## config.mk

```make
export PLATFORM = sky130hd
export DESIGN_NAME = gpio_regbank
export DESIGN_NICKNAME = d
export VERILOG_FILES = /design/src/rtl/gpio_regbank.sv
export SDC_FILE = /design/constraint.sdc
export NUM_CORES = 1
export LEC_CHECK = 0
export BUFFER_PORTS_ARGS = -buffer_cell sky130_fd_sc_hd__buf_2
export CAP_MARGIN = 15
export CELL_PAD_IN_SITES_DETAIL_PLACEMENT = 0
export CELL_PAD_IN_SITES_GLOBAL_PLACEMENT = 1
export CORE_MARGIN = 3
export CORE_UTILIZATION = 38
export CTS_BUF_LIST = sky130_fd_sc_hd__clkbuf_4
export DETAILED_ROUTE_END_ITERATION = 12
export PLACE_DENSITY = 0.86
export RECOVER_POWER = 25
export SETUP_SLACK_MARGIN = 0.3
export SLEW_MARGIN = 5
export SYNTH_ARGS = -nofsm -noshare
export SYNTH_HDL_FRONTEND = slang
export SYNTH_SLANG_ARGS = --single-unit
export TNS_END_PERCENT = 1
```

## constraint.sdc

```tcl
create_clock -name clk -period 1.73 [get_ports clk]
set_input_delay 0.0865 -clock clk [delete_from_list [all_inputs] [get_ports clk]]
set_output_delay 0.0865 -clock clk [all_outputs]
set_load 0.01 [all_outputs]
```

## src/rtl/gpio_regbank.sv

```systemverilog
// GPIO and chip-ID register bank: req/ack bus handshake, 2-flop input synchroniser,
// and optional per-pin edge interrupts (enabled by defining GPIO_REGBANK_IRQ_EN).
module gpio_regbank #(
  parameter int          GPIO_W   = 16,
  parameter logic [31:0] CNAME    = 32'h0,
  parameter logic [31:0] CVERSION = 32'h0
) (
  input  logic              clk,
  input  logic              reset,
  input  logic              req,
  input  logic              r_wn,
  input  logic [4:0]        addr,
  input  logic [31:0]       wdata,
  output logic              ack,
  output logic              err,
  output logic [31:0]       rdata,
  input  logic [GPIO_W-1:0] gpio_in,
  output logic [GPIO_W-1:0] gpio_out,
  output logic [GPIO_W-1:0] gpio_oe,
  output logic              irq
);

  typedef enum logic {IDLE, RESP} state_t;

  state_t            state_q, state_d;
  logic              ack_q, ack_d;
  logic              err_q, err_d;
  logic [31:0]       rdata_q, rdata_d;
  logic [GPIO_W-1:0] oe_q, oe_d;
  logic [GPIO_W-1:0] out_q, out_d;
  logic [31:0]       scratch_q, scratch_d;
  logic [GPIO_W-1:0] sync1_q, sync1_d;
  logic [GPIO_W-1:0] sync2_q, sync2_d;
  logic [31:0]       rd_val;
  logic              bad;
`ifdef GPIO_REGBANK_IRQ_EN
  logic [GPIO_W-1:0] prev_q, prev_d;
  logic [GPIO_W-1:0] mask_q, mask_d;
  logic [GPIO_W-1:0] status_q, status_d;
  logic [GPIO_W-1:0] edge_q, edge_d;
  logic              irq_q, irq_d;
  logic [GPIO_W-1:0] w1c;
  logic [GPIO_W-1:0] det;
`endif

  always_comb begin
    state_d   = IDLE;
    ack_d     = 1'b0;
    err_d     = err_q;
    rdata_d   = rdata_q;
    oe_d      = oe_q;
    out_d     = out_q;
    scratch_d = scratch_q;
    sync1_d   = gpio_in;
    sync2_d   = sync1_q;
    rd_val    = '0;
    bad       = 1'b0;
`ifdef GPIO_REGBANK_IRQ_EN
    prev_d    = sync2_q;
    mask_d    = mask_q;
    edge_d    = edge_q;
    w1c       = '0;
`endif

    // Requests are only accepted in IDLE; the access completes at the accepting edge.
    if (state_q == IDLE && req) begin
      state_d = RESP;
      ack_d   = 1'b1;
      case (addr)
        5'h00: begin
          rd_val = CNAME;
          bad    = ~r_wn;
        end
        5'h01: begin
          rd_val = CVERSION;
          bad    = ~r_wn;
        end
        5'h02: begin
          rd_val[GPIO_W-1:0] = oe_q;
          if (!r_wn) oe_d = wdata[GPIO_W-1:0];
        end
        5'h03: begin
          rd_val[GPIO_W-1:0] = sync2_q;
          if (!r_wn) out_d = wdata[GPIO_W-1:0];
        end
`ifdef GPIO_REGBANK_IRQ_EN
        5'h04: begin
          rd_val[GPIO_W-1:0] = mask_q;
          if (!r_wn) mask_d = wdata[GPIO_W-1:0];
        end
        5'h06: begin
          rd_val[GPIO_W-1:0] = status_q;
          if (!r_wn) w1c = wdata[GPIO_W-1:0];
        end
        5'h07: begin
          rd_val[GPIO_W-1:0] = edge_q;
          if (!r_wn) edge_d = wdata[GPIO_W-1:0];
        end
`endif
        5'h05: begin
          rd_val = scratch_q;
          if (!r_wn) scratch_d = wdata;
        end
        default: bad = 1'b1;
      endcase
      err_d = bad;
      if (r_wn) rdata_d = rd_val;
    end

`ifdef GPIO_REGBANK_IRQ_EN
    // New edges are OR'd in after the clear so a coincident edge keeps the bit set.
    det      = (edge_q & sync2_q & ~prev_q) | (~edge_q & ~sync2_q & prev_q);
    status_d = (status_q & ~w1c) | det;
    irq_d    = |(status_q & mask_q);
`endif
  end

  always_ff @(posedge clk) begin
    if (reset) begin
      state_q   <= IDLE;
      ack_q     <= 1'b0;
      err_q     <= 1'b0;
      rdata_q   <= '0;
      oe_q      <= '0;
      out_q     <= '0;
      scratch_q <= '0;
      sync1_q   <= '0;
      sync2_q   <= '0;
`ifdef GPIO_REGBANK_IRQ_EN
      prev_q    <= '0;
      mask_q    <= '0;
      status_q  <= '0;
      edge_q    <= '0;
      irq_q     <= 1'b0;
`endif
    end else begin
      state_q   <= state_d;
      ack_q     <= ack_d;
      err_q     <= err_d;
      rdata_q   <= rdata_d;
      oe_q      <= oe_d;
      out_q     <= out_d;
      scratch_q <= scratch_d;
      sync1_q   <= sync1_d;
      sync2_q   <= sync2_d;
`ifdef GPIO_REGBANK_IRQ_EN
      prev_q    <= prev_d;
      mask_q    <= mask_d;
      status_q  <= status_d;
      edge_q    <= edge_d;
      irq_q     <= irq_d;
`endif
    end
  end

  assign ack      = ack_q;
  assign err      = err_q;
  assign rdata    = rdata_q;
  assign gpio_oe  = oe_q;
  assign gpio_out = out_q;
`ifdef GPIO_REGBANK_IRQ_EN
  assign irq      = irq_q;
`else
  assign irq      = 1'b0;
`endif

endmodule

```

==> run_results.csv <==
group,metric,value,unit
run_status,status,"completed",
sta,fin_setup_tns,0,ns
cts,clk_transition_reported_paths,0.11,ns
finish,layout-drive-gt1-share,24.26,%
synthesis,synth_area_per_cell,10.46,um2
cts,cts_tree,"built",
synthesis,synth_seq_area_share,50.07,%
global_routing,grt_overflow,0,
power,power_density,800.1,nW/um2
routing,wl_per_cell,15.35,um
setup_path,cp.required,2.10,ns
synthesis,synth_cells,497,
synthesis,syn_area,5197,um2
sta,setup_violations,0,
setup_path,rrSetupSlack,0.24,ns
synthesis,yosys.area.top_type_share,50.07,%
setup_path,r2r_cells,4,
routing,post-route-drc-count,0,
setup_path,r2r-start,"ack$_SDFF_PP0_",
global_routing,grt_max_degree,53,
setup_path,crit_path_end,"gpio_oe[15]$_SDFFE_PP0P_",
setup_path,slowest_delay,0.62,ns
power,power,0.005461,W
sta,worst_pin_slew,0.7797,ns
finish,diodes,0,
floorplan,die_h,123.0,um
finish,nets,725,
global_routing,grt_pass1_wl,20900,um
floorplan,io_pins,124,
sta,finClkSkew,0.01131,ns
min_path,hp-class,"in -> reg",
sta,fin_crit,1.508,ns
routing,wl,13140,um
finish,area_delta_synth_final,31.32,%
job,max_cap_violations,0,
sta,maxSlewViolCount,0,
cts,numCtsBuffers,17,
synthesis,yosysWarnings,0,
sta,rsz0062_at_grt,"true",
routing,vias,4181,
routing,drtIter0Drc,193,
routing,detail_route.first_pass.iterations,4,
sta,finalHoldViolations,0,
setup_path,worstReg2RegEnd,"scratch_q[2]$_SDFFE_PP0P_",
synthesis,synth_cell_types,31,
cts,htree_levels,4,
routing,viasPerCell,4.884,
cts,cts.sinks,130,
placement,gp_congestion,0.7582,
finish,mostFrequentLayoutCell,"dfxtp_1",
synthesis,ys_top_cells_by_area,"dfxtp_1 50%, mux2i_1 15%, nand2b_1 12%",
setup_path,endpoint_kind,"register",
placement,hpwl,8656,um
setup_path,startpoint,"reset",
setup_path,critPathLaunchType,"input pin",
routing,postRouteAntennaNets,0,
global_routing,antenna_found_initial,0,
placement,place_area,5984,um2
floorplan,dieArea,15120,um2
synthesis,synth_nets,554,
floorplan,rows,42,
placement,io_buffers,122,
sta,max_freq,0.6630,GHz
finish,final_area,6825,um2
finish,mostFrequentLayoutCells,"129 x dfxtp_1, 105 x buf_2, 97 x nand2b_1",
global_routing,grt_use_total,17.79,%
setup_path,cp_data_arrival_time,1.88,ns
floorplan,core_area,13300,um2
finish,fill_cells,1214,
floorplan,start_util,39.09,%
sta,finalCritPeriodShare,87.18,%
setup_path,slowest_stage,"clkbuf_2",
setup_path,cp_max_fo,47,
power,leakagePower,2.868,nW
cts,clk_latency,0.48,ns
cts,cts_root_buf,"clkbuf_4",
setup_path,path_class,"in -> reg",
setup_path,worstPathCellList,"dlygate4sd3_1 > buf_4 > clkbuf_2 > nand2b_1 > mux2i_1",
synthesis,synth-seq-cells,130,
floorplan,die_w,123.0,um
global_routing,grt_pass1_vias,4177,
sta,max_slew_margin,48.02,%
cts,clockBufferDepth,2,
power,vdd_drop_max,0.7927,mV
synthesis,synth_area_leader_cell,"dfxtp_1",
synthesized netlist by cell type (all sizes together):
cell	number
or4	1
and3b	1
mux2i	80
nand4bb	1
or4b	2
nand4b	16
conb	1
o21bai	1
nand2b	98
inv	17
nand2	16
a22o	16
a2111oi	1
o32ai	16
a211oi	2
clkbuf	30
buf	12
nor4	2
a21oi	16
dfxtp	130
nor2	2
and4bb	1
nor2b	32
nand3b	2
or3	1
worst max-delay path: cells and delay by family:
kind | cells | cell delay [ns]
multiplexers | 1 | 0.11
buffers and inverters | 3 | 1.36
AND/OR/NAND/NOR | 1 | 0.31
state kept, by name, summed over array words and instances, names as in the netlist:
| register | cells |
|---|---|
| gpio_oe | 16 |
| scratch_q | 32 |
| rdata | 32 |
| sync2_q | 16 |
| gpio_out | 16 |
| sync1_q | 16 |
| err | 1 |
| ack | 1 |
layout make-up:
type	count	area [um2]	area share (%)
Clock buffer	18	135.1	1.980
Timing Repair Buffer	193	1282	18.79
Sequential cell	130	2604	38.15
Inverter	17	63.81	0.9349
Tap cell	176	220.2	3.226
Multi-Input combinational cell	309	2382	34.90
Clock inverter	13	137.6	2.016
power breakdown:
part           internal [W]  switching, W
combinational      0.000242      0.000211
sequential          0.00303     0.0000145
clock              0.000868       0.00109
stage by stage:
step	cells	setup WS [ns]	util, %	hold WS [ns]
after floorplan	497	-0.007680	-	0.2147
after global placement	770	0.01186	45.01	0.2938
after detailed placement	770	-0.03486	45.01	0.3011
after CTS	856	0.2687	51.44	0.1378
after global routing	856	0.1847	51.34	0.1498
final	856	0.2217	51.34	0.1895
metal layers:
metal | up-vias | GRT usage (%) | wire length [um]
met5 | - | 0 | 0
met1 | 2009 | 20.93 | 5610
met3 | 11 | 5.169 | 693
met2 | 120 | 31.64 | 6709
li1 | 2041 | - | -
met4 | 0 | 4.689 | 129
repair_timing:
action,4_1_cts,5_1_grt
hold buffers,54,0
gates cloned,1,0
pin swaps,1,0
gates resized for setup,8,3
hold endpoints to repair,82,0
endpoints found under the setup margin,64,64
buffers inserted,0,0
worst min-delay path by stage:
stage           startpoint                      to  slack (ns)  depth (start not counted)
2_1_floorplan   gpio_in[0]   sync1_q[0]$_SDFF_PP0_        0.21                          1
3_3_place_gp    gpio_in[6]   sync1_q[6]$_SDFF_PP0_        0.29                          2
3_5_place_dp   gpio_in[12]  sync1_q[12]$_SDFF_PP0_        0.30                          2
4_1_cts            addr[2]        err$_SDFFE_PP0N_        0.14                          4
5_1_grt            addr[2]        err$_SDFFE_PP0N_        0.15                          4
6_report           addr[2]        err$_SDFFE_PP0N_        0.19                          4
logic make-up after synthesis:
group,Yosys count,share of synthesized area [%]
buffers and inverters,59,5.103
AND/OR/NAND/NOR,175,21.81
multiplexers,80,15.41
flip-flops,130,50.07
other,1,0.07215
AO/OA/AOI/OAI,52,7.535
Power figures use the tool's default switching activity.
